--- src/rtl/ss_pkg.sv ---
// Shared types and constants for the serial frame deserializer.
// Also provides the one-bit shift rule used by the window/byte shifter.
package ss_pkg;

  typedef enum logic [1:0] {
    HUNT    = 2'd0,
    PAYLOAD = 2'd1,
    CHECK   = 2'd2
  } ss_rx_state_t;

  localparam logic [7:0] SS_SYNC_DEFAULT = 8'hA5;
  localparam int         SS_BYTE_W       = 8;

  // MSB-first appends at bit 0 so the first bit ends in bit 7;
  // LSB-first enters at bit 7 so the first bit ends in bit 0.
  function automatic logic [SS_BYTE_W-1:0] ss_shift(
    input logic [SS_BYTE_W-1:0] cur,
    input logic                 bit_in,
    input bit                   msb_first
  );
    if (msb_first) ss_shift = {cur[SS_BYTE_W-2:0], bit_in};
    else           ss_shift = {bit_in, cur[SS_BYTE_W-1:1]};
  endfunction

endpackage

--- src/rtl/ss_byte_shifter.sv ---
// 8-bit serial-to-parallel shifter with a 3-bit bit counter and byte strobe.
// Serves as the sync window in HUNT and as the byte assembler afterwards.
module ss_byte_shifter
  import ss_pkg::*;
#(
  parameter bit MSB_FIRST = 1'b1
) (
  input  logic                 clk,
  input  logic                 rst_n,
  input  logic                 shift,
  input  logic                 bit_in,
  input  logic                 clear_cnt,
  input  logic                 clear_reg,
  output logic [SS_BYTE_W-1:0] next_data,
  output logic                 byte_done
);

  logic [SS_BYTE_W-1:0] data;
  logic [2:0]           cnt;

  // Post-shift value is exposed so the sync compare sees the bit being consumed.
  always_comb begin
    next_data = ss_shift(data, bit_in, MSB_FIRST);
    byte_done = shift && (cnt == 3'd7);
  end

  always_ff @(posedge clk) begin
    if (!rst_n) begin
      data <= '0;
      cnt  <= '0;
    end else begin
      if (clear_reg)  data <= '0;
      else if (shift) data <= next_data;

      if (clear_cnt)  cnt <= '0;
      else if (shift) cnt <= cnt + 3'd1;
    end
  end

endmodule

--- src/rtl/ss_frame_deserializer.sv ---
// Hunts for a sync word in a serial stream, assembles payload bytes and
// verifies the trailing XOR checksum; all outputs are registered.
module ss_frame_deserializer
  import ss_pkg::*;
#(
  parameter logic [7:0] SYNC_WORD     = SS_SYNC_DEFAULT,
  parameter int         PAYLOAD_BYTES = 4,
  parameter bit         MSB_FIRST     = 1'b1
) (
  input  logic       clk,
  input  logic       rst_n,
  input  logic       ena,
  input  logic       serial_in,
  output logic [7:0] data_out,
  output logic       data_valid,
  output logic       locked,
  output logic       frame_ok,
  output logic       frame_err
);

  localparam logic [3:0] LAST_BYTE = 4'(PAYLOAD_BYTES - 1);

  ss_rx_state_t         state;
  logic [3:0]           byte_cnt;
  logic [SS_BYTE_W-1:0] csum;

  logic [SS_BYTE_W-1:0] next_byte;
  logic                 byte_done;
  logic                 sync_hit;
  logic                 check_done;

  always_comb begin
    sync_hit   = ena && (state == HUNT) && (next_byte == SYNC_WORD);
    check_done = (state == CHECK) && byte_done;
  end

  // The window is wiped after the checksum so a new sync needs 8 fresh bits.
  ss_byte_shifter #(
    .MSB_FIRST (MSB_FIRST)
  ) u_shifter (
    .clk       (clk),
    .rst_n     (rst_n),
    .shift     (ena),
    .bit_in    (serial_in),
    .clear_cnt (sync_hit),
    .clear_reg (check_done),
    .next_data (next_byte),
    .byte_done (byte_done)
  );

  always_ff @(posedge clk) begin
    if (!rst_n) begin
      state      <= HUNT;
      byte_cnt   <= '0;
      csum       <= '0;
      data_out   <= '0;
      data_valid <= 1'b0;
      locked     <= 1'b0;
      frame_ok   <= 1'b0;
      frame_err  <= 1'b0;
    end else begin
      data_valid <= 1'b0;
      frame_ok   <= 1'b0;
      frame_err  <= 1'b0;
      if (ena) begin
        case (state)
          HUNT: begin
            if (sync_hit) begin
              state    <= PAYLOAD;
              locked   <= 1'b1;
              byte_cnt <= '0;
              csum     <= '0;
            end
          end
          PAYLOAD: begin
            if (byte_done) begin
              data_out   <= next_byte;
              data_valid <= 1'b1;
              csum       <= csum ^ next_byte;
              byte_cnt   <= byte_cnt + 4'd1;
              if (byte_cnt == LAST_BYTE) state <= CHECK;
            end
          end
          CHECK: begin
            if (byte_done) begin
              frame_ok  <= (next_byte == csum);
              frame_err <= (next_byte != csum);
              state     <= HUNT;
              locked    <= 1'b0;
            end
          end
          default: begin
            state  <= HUNT;
            locked <= 1'b0;
          end
        endcase
      end
    end
  end

endmodule

--- config.mk ---
export PLATFORM = sky130hd
export DESIGN_NAME = ss_frame_deserializer
export DESIGN_NICKNAME = d
export VERILOG_FILES = /design/src/rtl/ss_pkg.sv /design/src/rtl/ss_byte_shifter.sv /design/src/rtl/ss_frame_deserializer.sv
export SDC_FILE = /design/constraint.sdc
export NUM_CORES = 1
export LEC_CHECK = 0
export ABC_AREA = 1
export BUFFER_PORTS_ARGS = -buffer_cell sky130_fd_sc_hd__buf_2
export CORE_ASPECT_RATIO = 0.5
export CORE_UTILIZATION = 57
export DETAILED_ROUTE_END_ITERATION = 8
export GPL_TIMING_DRIVEN = 0
export PLACE_DENSITY_LB_ADDON = 0.25
export SLEW_MARGIN = 10
export SYNTH_ARGS = -nofsm -noshare
export SYNTH_HDL_FRONTEND = slang
export SYNTH_SLANG_ARGS = --single-unit
--- constraint.sdc ---
create_clock -name clk -period 2 [get_ports clk]
set_input_delay 0.1 -clock clk [delete_from_list [all_inputs] [get_ports clk]]
set_output_delay 0.1 -clock clk [all_outputs]
set_load 0.02 [all_outputs]
==> results of run 1 <==
-- flip-flops by register name, indices dropped and copies added (netlist names) --
| register | count |
|---|---|
| frame_err | 1 |
| data_valid | 1 |
| data_out | 8 |
| byte_cnt | 4 |
| frame_ok | 1 |
| state | 2 |
| locked | 1 |
| u_shifter.data | 7 |
| u_shifter.cnt | 3 |
| csum | 8 |
-- power groups by stage --
| stage | Sequential, mW | Clock [mW] | Combinational, mW |
|---|---|---|---|
| 2_1_floorplan | 0.744 | 0 | 0.0481 |
| 3_3_place_gp | 0.745 | 0 | 0.0639 |
| 3_5_place_dp | 0.746 | 0 | 0.0649 |
| 4_1_cts | 0.729 | 0.526 | 0.0653 |
| 5_1_grt | 0.729 | 0.553 | 0.0748 |
| 6_report | 0.729 | 0.523 | 0.0663 |
-- through the flow --
step,utilization (%),instance area [µm²]
2_1_floorplan,-,1680
3_3_place_gp,66.6,1800
3_5_place_dp,66.6,1800
4_1_cts,69.8,1890
5_1_grt,69.8,1890
6_report,69.8,1890
-- final cells by class --
type                            instances  area [µm²]  share of cell area (%)
Clock buffer                            5        68.8                    3.65
Multi-Input combinational cell        163         847                    44.9
Timing Repair Buffer                   14        70.1                    3.72
Tap cell                               37        46.3                    2.46
Clock inverter                          3        18.8                   0.995
Sequential cell                        36         721                    38.2
Buffer                                 10        68.8                    3.65
Inverter                               12        45.0                    2.39
-- worst min-delay path, stage by stage --
cell	delay (ps)
buf_2	130
nand2_1	70
a21oi_1	60
-- how the worst max path moves through the flow --
stage,cells after the start,slack (ps),endpoint
6_report,8,380,csum[4]
5_1_grt,8,220,csum[3]
4_1_cts,8,390,byte_cnt[1]
3_5_place_dp,8,400,csum[5]
3_3_place_gp,8,410,csum[5]
2_1_floorplan,7,610,csum[7]
-- placed cells by master (no fill, tap or decap), drive strengths merged, types with 9 or more instances in the layout --
cell | netlist | final
nand2 | 42 | 42
nor2 | 41 | 41
dfxtp | 36 | 36
a21oi | 27 | 27
buf | 9 | 23
nand3 | 14 | 14
o21ai | 12 | 12
inv | 12 | 12
xnor2 | 10 | 10
or2 | 9 | 9
-- synthesized netlist by cell type, types with 3 or more instances --
cell / number / area (µm²)
a21oi_1: 26 / 130
buf_2: 4 / 20.0
buf_6: 3 / 33.8
dfxtp_1: 36 / 721
ha_1: 3 / 37.5
inv_1: 10 / 37.5
nand2_1: 38 / 143
nand2_2: 3 / 18.8
nand3_1: 12 / 60.1
nor2_1: 37 / 139
o21ai_0: 11 / 55.1
or2_2: 7 / 43.8
xnor2_1: 10 / 87.6
-- routing by layer --
layer | share of wire [%] | up-vias
li1 | - | 755
met1 | 50 | 704
met3 | 5.6 | 10
met2 | 43 | 44
met5 | 0 | -
met4 | 1.8 | 0
-- kinds of logic after synthesis --
kind of cell / Yosys count
compound gates: 41
xor+xnor: 10
fa+ha+maj: 3
buf+inv: 22
flops: 36
simple gates: 109
==> out/metrics.yaml, run 1 <==
synth:
  ys_warn_count: 0
  ys_ff_latch: 36
  yosys.area_share.adder_pct: 2.23
  synth_cell_types: 30
  synthesis.nets: 228
  synth_top_family_by_area: "simple AND/OR/NAND/NOR gates"
  yosysSeqAreaShare_pct: 42.9
  synthXorXnorAreaFrac_pct: 5.21
  async_flop_share_pct: 0
  synthMuxAreaShare_pct: 0
  synth_cells: 221
  synth_edf_count: 0
  syn_area_um2: 1680
  ys.flop_type: "dfxtp_1"
  synth_compound_area_share_pct: 12.7
  syn_area_per_cell_um2: 7.61
  synth-simple-area-share_pct: 30.2
job:
  drv_cap: 0
timing:
  holdWs_ps: 103
  fin_tns_setup_ps: 0
  finalHoldViolCount: 0
  period_share_pct: 80.9
  finClkSkew_ps: 4.50
  final-setup-viol-count: 0
  rsz0062_at_grt: "false"
  final_max_slew_viol_count: 0
  min_period_ps: 1620
  fmax_mhz: 618
  slew_headroom_pct: 66.1
  setup_slack_ps: 382
  worst_slew_pin_slew_ps: 509
global_routing:
  grt.met1_usage_pct: 34.1
  grt.met3_usage_pct: 6.82
  grt_overflow_total: 0
  grt_antenna_before_repair: 0
  top_usage_layer: "met2"
  met2_usage_pct: 40.0
  grt_max_degree: 13
  grt_usage_pct: 25.7
  grt_pass1_vias: 1265
  grt_pass1_wl_mm: 5.86
setup_path:
  worstPathRequired_ps: 2200
  path_cells: "ha_1 > ha_1 > o21ai_1 > nor2_2 > buf_2 > nand3_1 > nand2_1 > nor2_1"
  critPathLaunchType: "register"
  path_common_cell: "ha_1"
  crit_type: "register to register"
  path_delay_family: "simple AND/OR/NAND/NOR gates"
  r2r_slack_ps: 380
  crit_arrival_ps: 1810
  cp-end-kind: "register"
  path_buf_inv: 1
  path_max_fanout: 10
  startpoint: "u_shifter.cnt[0]"
  max_stage_delay_ps: 360
  crit-reg2reg-launch: "u_shifter.cnt[0]"
  timing.rr.end: "csum[4]"
  rr_worst_depth: 8
  crit_slowest_cell: "dfxtp_1"
clock_network:
  cts_buffers: 5
  htreeDepth: 2
  clkTransAtPathRegs_ps: 80
  clock_latency_ps: 300
  ctsResizeCount: 0
  cts-root-buf: "clkbuf_8"
  holdBufCountCts: 0
  post_cts_buffers: 0
  clockBufferDepth: 2
  cts_tree: "built"
  numClockSinks: 36
place:
  hpwl_mm: 2.60
  pre_cts_ws_ps: 401
  dpl.cell_count: 272
  port_buffers: 14
  place.gp.congestion: 0.810
floorplanning:
  initial_core_util_pct: 62.3
  die-area_um2: 3180
  coreArea_um2: 2700
  num_rows: 13
  die_h_um: 40.4
  ios: 16
  die_x_um: 78.8
power:
  p_sw_mw: 0.332
  swShare_pct: 25.2
  peakVddDrop_mv: 0.535
  pwr-share-seq_pct: 55.3
  power.density_nw_per_um2: 699
  p_leak_nw: 0.782
  p_int_mw: 0.987
  combPwrFrac_pct: 5.0
  p_total_mw: 1.32
  clock_power_share_pct: 39.7
detailed_routing:
  post_drt_wl_per_cell_um: 13.0
  route.detailed.drc: 0
  drtPass1Iterations: 4
  drtAntennaViolNets: 0
  vias: 1513
  finalWirelength_mm: 3.63
  drt_iter0_drc: 92
  routed_via_density: 5.40
cells_and_area:
  area_delta_synth_final_pct: 12.1
  diodes: 0
  fin_nets: 249
  drive_above_1_share_pct: 20.6
  final_cells: 280
  nFillCells: 228
hold_path:
  hold_path_depth: 3
  hold_end: "u_shifter.data[0]"
  min_from: "serial_in"
  hold_class: "input pin to register"
outcome:
  run_status: "completed"
No activity file was read; power rests on OpenSTA's default activity.
==> run 2, diff against run 1 <==
==> constraint.sdc (replaced) <==
create_clock -name clk -period 1.5 [get_ports clk]
set_input_delay 0.075 -clock clk [delete_from_list [all_inputs] [get_ports clk]]
set_output_delay 0.075 -clock clk [all_outputs]
set_load 0.02 [all_outputs]
==> out/metrics.yaml, run 2 (same netlist as run 1, synthesis figures left out) <==
outcome:
  run_status: "completed"
power:
  p_sw_mw: 0.448  # +35%
  power.density_nw_per_um2: 908  # +30%
  combPwrFrac_pct: 5.6  # +0.6 points
  peakVddDrop_mv: 0.730  # +37%
  swShare_pct: 25.3  # +0.13 points
  p_leak_nw: 0.789  # +0.89%
  p_int_mw: 1.32  # +34%
  pwr-share-seq_pct: 55.0  # -0.3 points
  clock_power_share_pct: 39.4  # -0.3 points
cells_and_area:
  area_delta_synth_final_pct: 15.9
  utilization_pct: 72.2  # +2.4 points
  layout_common_cells: "nand2_1, nor2_1, dfxtp_1"
  final_common_cell: "nand2_1"
  fin_nets: 250  # +0.40%
  drive_above_1_share_pct: 23.0  # +2.4 points
  nFillCells: 210  # -7.9%
  diodes: 0  # unchanged
  largestRegisters: "csum (8), data_out (8), u_shifter.data (7)"
setup_path:
  crit_arrival_ps: 1660  # -150 ps
  critPathLaunchType: "register"
  crit_type: "register to register"
  worstPathRequired_ps: 1700  # -500 ps
  cp-end-kind: "register"
  path_max_fanout: 10  # unchanged
place:
  hpwl_mm: 2.60  # unchanged
  place.gp.congestion: 0.810  # unchanged
  port_buffers: 14  # unchanged
timing:
  finalHoldViolCount: 0  # unchanged
  fmax_mhz: 684  # +11%
  worst_slew_pin_slew_ps: 459  # -49.3 ps
  fin_tns_setup_ps: 0  # unchanged
  final-setup-viol-count: 0  # unchanged
  min_period_ps: 1460  # -155 ps
  final_max_slew_viol_count: 0  # unchanged
  finClkSkew_ps: 5.70  # +1.20 ps
  period_share_pct: 97.5  # +17 points
  slew_headroom_pct: 69.4  # +3.3 points
job:
  drv_cap: 0  # unchanged
detailed_routing:
  routed_via_density: 5.37  # -0.69%
  route.detailed.drc: 0  # unchanged
  drtAntennaViolNets: 0  # unchanged
  drt_iter0_drc: 105  # +14%
  drtPass1Iterations: 4  # unchanged
  post_drt_wl_per_cell_um: 13.7  # +5.7%
  vias: 1508  # -0.33%
  finalWirelength_mm: 3.85  # +6.1%
clock_network:
  htreeDepth: 2  # unchanged
  clock_latency_ps: 300  # about the same
  clockBufferDepth: 2  # unchanged
  cts-root-buf: "clkbuf_8"
  holdBufCountCts: 0  # unchanged
  cts_tree: "built"
  clkTransAtPathRegs_ps: 80  # about the same
  cts_buffers: 5  # unchanged
  numClockSinks: 36  # unchanged
floorplanning:
  initial_core_util_pct: 62.3  # unchanged
  die_x_um: 78.8  # unchanged
  coreArea_um2: 2700  # unchanged
  ios: 16  # unchanged
  die_h_um: 40.4  # unchanged
  die-area_um2: 3180  # unchanged
  num_rows: 13  # unchanged
global_routing:
  grt_pass1_wl_mm: 5.97  # +1.9%
  grt_pass1_vias: 1278  # +1.0%
  grt_max_degree: 13  # unchanged
  grt_antenna_before_repair: 0  # unchanged
  grt_overflow_total: 0  # unchanged
  grt_usage_pct: 26.2  # +0.47 points
hold_path:
  hold_class: "input pin to register"
run 2: changes by cell type in the layout (fill, tap and decap cells not counted), sizes merged:
cell	previous run	this run
buf	23	24
run 2: final timing paths:
| check | startpoint | to | slack, ps | cells past startpoint |
|---|---|---|---|---|
| max | u_shifter.cnt[0] | csum[4] | 40 | 8 |
| min | serial_in | u_shifter.data[0] | 80 | 3 |
| max reg2reg | u_shifter.cnt[0] | csum[4] | 40 | 8 |
| min reg2reg | u_shifter.cnt[1] | u_shifter.cnt[1] | 480 | 2 |
run 2: power by group through the flow:
stage / Clock [mW] / Combinational, mW / Sequential [mW]
after floorplan: 0 / 0.0641 / 0.992
after global placement: 0 / 0.0852 / 0.994
after detailed placement: 0 / 0.0865 / 0.994
after CTS: 0.701 / 0.0922 / 0.972
after global routing: 0.737 / 0.111 / 0.973
final: 0.698 / 0.0999 / 0.973
run 2: routing by layer:
metal / up-vias / share of wire, % / global-route usage (%) / routed length, µm
met5: - / 0 / 0 / 0
met4: 0 / 2.4 / 12.7 / 93
met3: 11 / 5.8 / 6.82 / 222
met2: 44 / 43 / 41.5 / 1650
met1: 693 / 49 / 34.4 / 1890
li1: 760 / - / - / -
run 2: timing repair:
item | CTS | global route
gates cloned | 0 | 0
buffers inserted | 1 | 0
setup endpoints to repair | 17 | 30
resized for setup | 5 | 10
pin swaps | 2 | 0
run 2: layout make-up:
cell class                      count  area, µm²  share of cell area, %
Multi-Input combinational cell    163        888                   45.6
Buffer                             10       83.8                   4.30
Tap cell                           37       46.3                   2.37
Sequential cell                    36        721                   37.0
Clock buffer                        5       68.8                   3.53
Inverter                           12       45.0                   2.31
Clock inverter                      3       18.8                  0.963
Timing Repair Buffer               15       77.6                   3.98
run 2: metrics by stage:
stage / power (mW) / cells / setup slack [ps] / instance area [µm²] / hold WS [ps]
finish: 1.77 / 281 / 37.0 / 1950 / 76.2
global route: 1.82 / 281 / -29.5 / 1950 / 96.7
CTS: 1.77 / 281 / 4.94 / 1910 / 80.7
detailed placement: 1.08 / 272 / -99.4 / 1800 / 388
global placement: 1.08 / 272 / -85.8 / 1800 / 382
floorplan: 1.06 / 221 / 112 / 1680 / 210
run 2: critical path: stages (launching register included):
cell	delay, ps
dfxtp_1	360
ha_2	200
ha_4	170
o21ai_4	70
nor2_4	160
buf_6	160
nand3_1	100
nand2_1	90
nor2_1	50
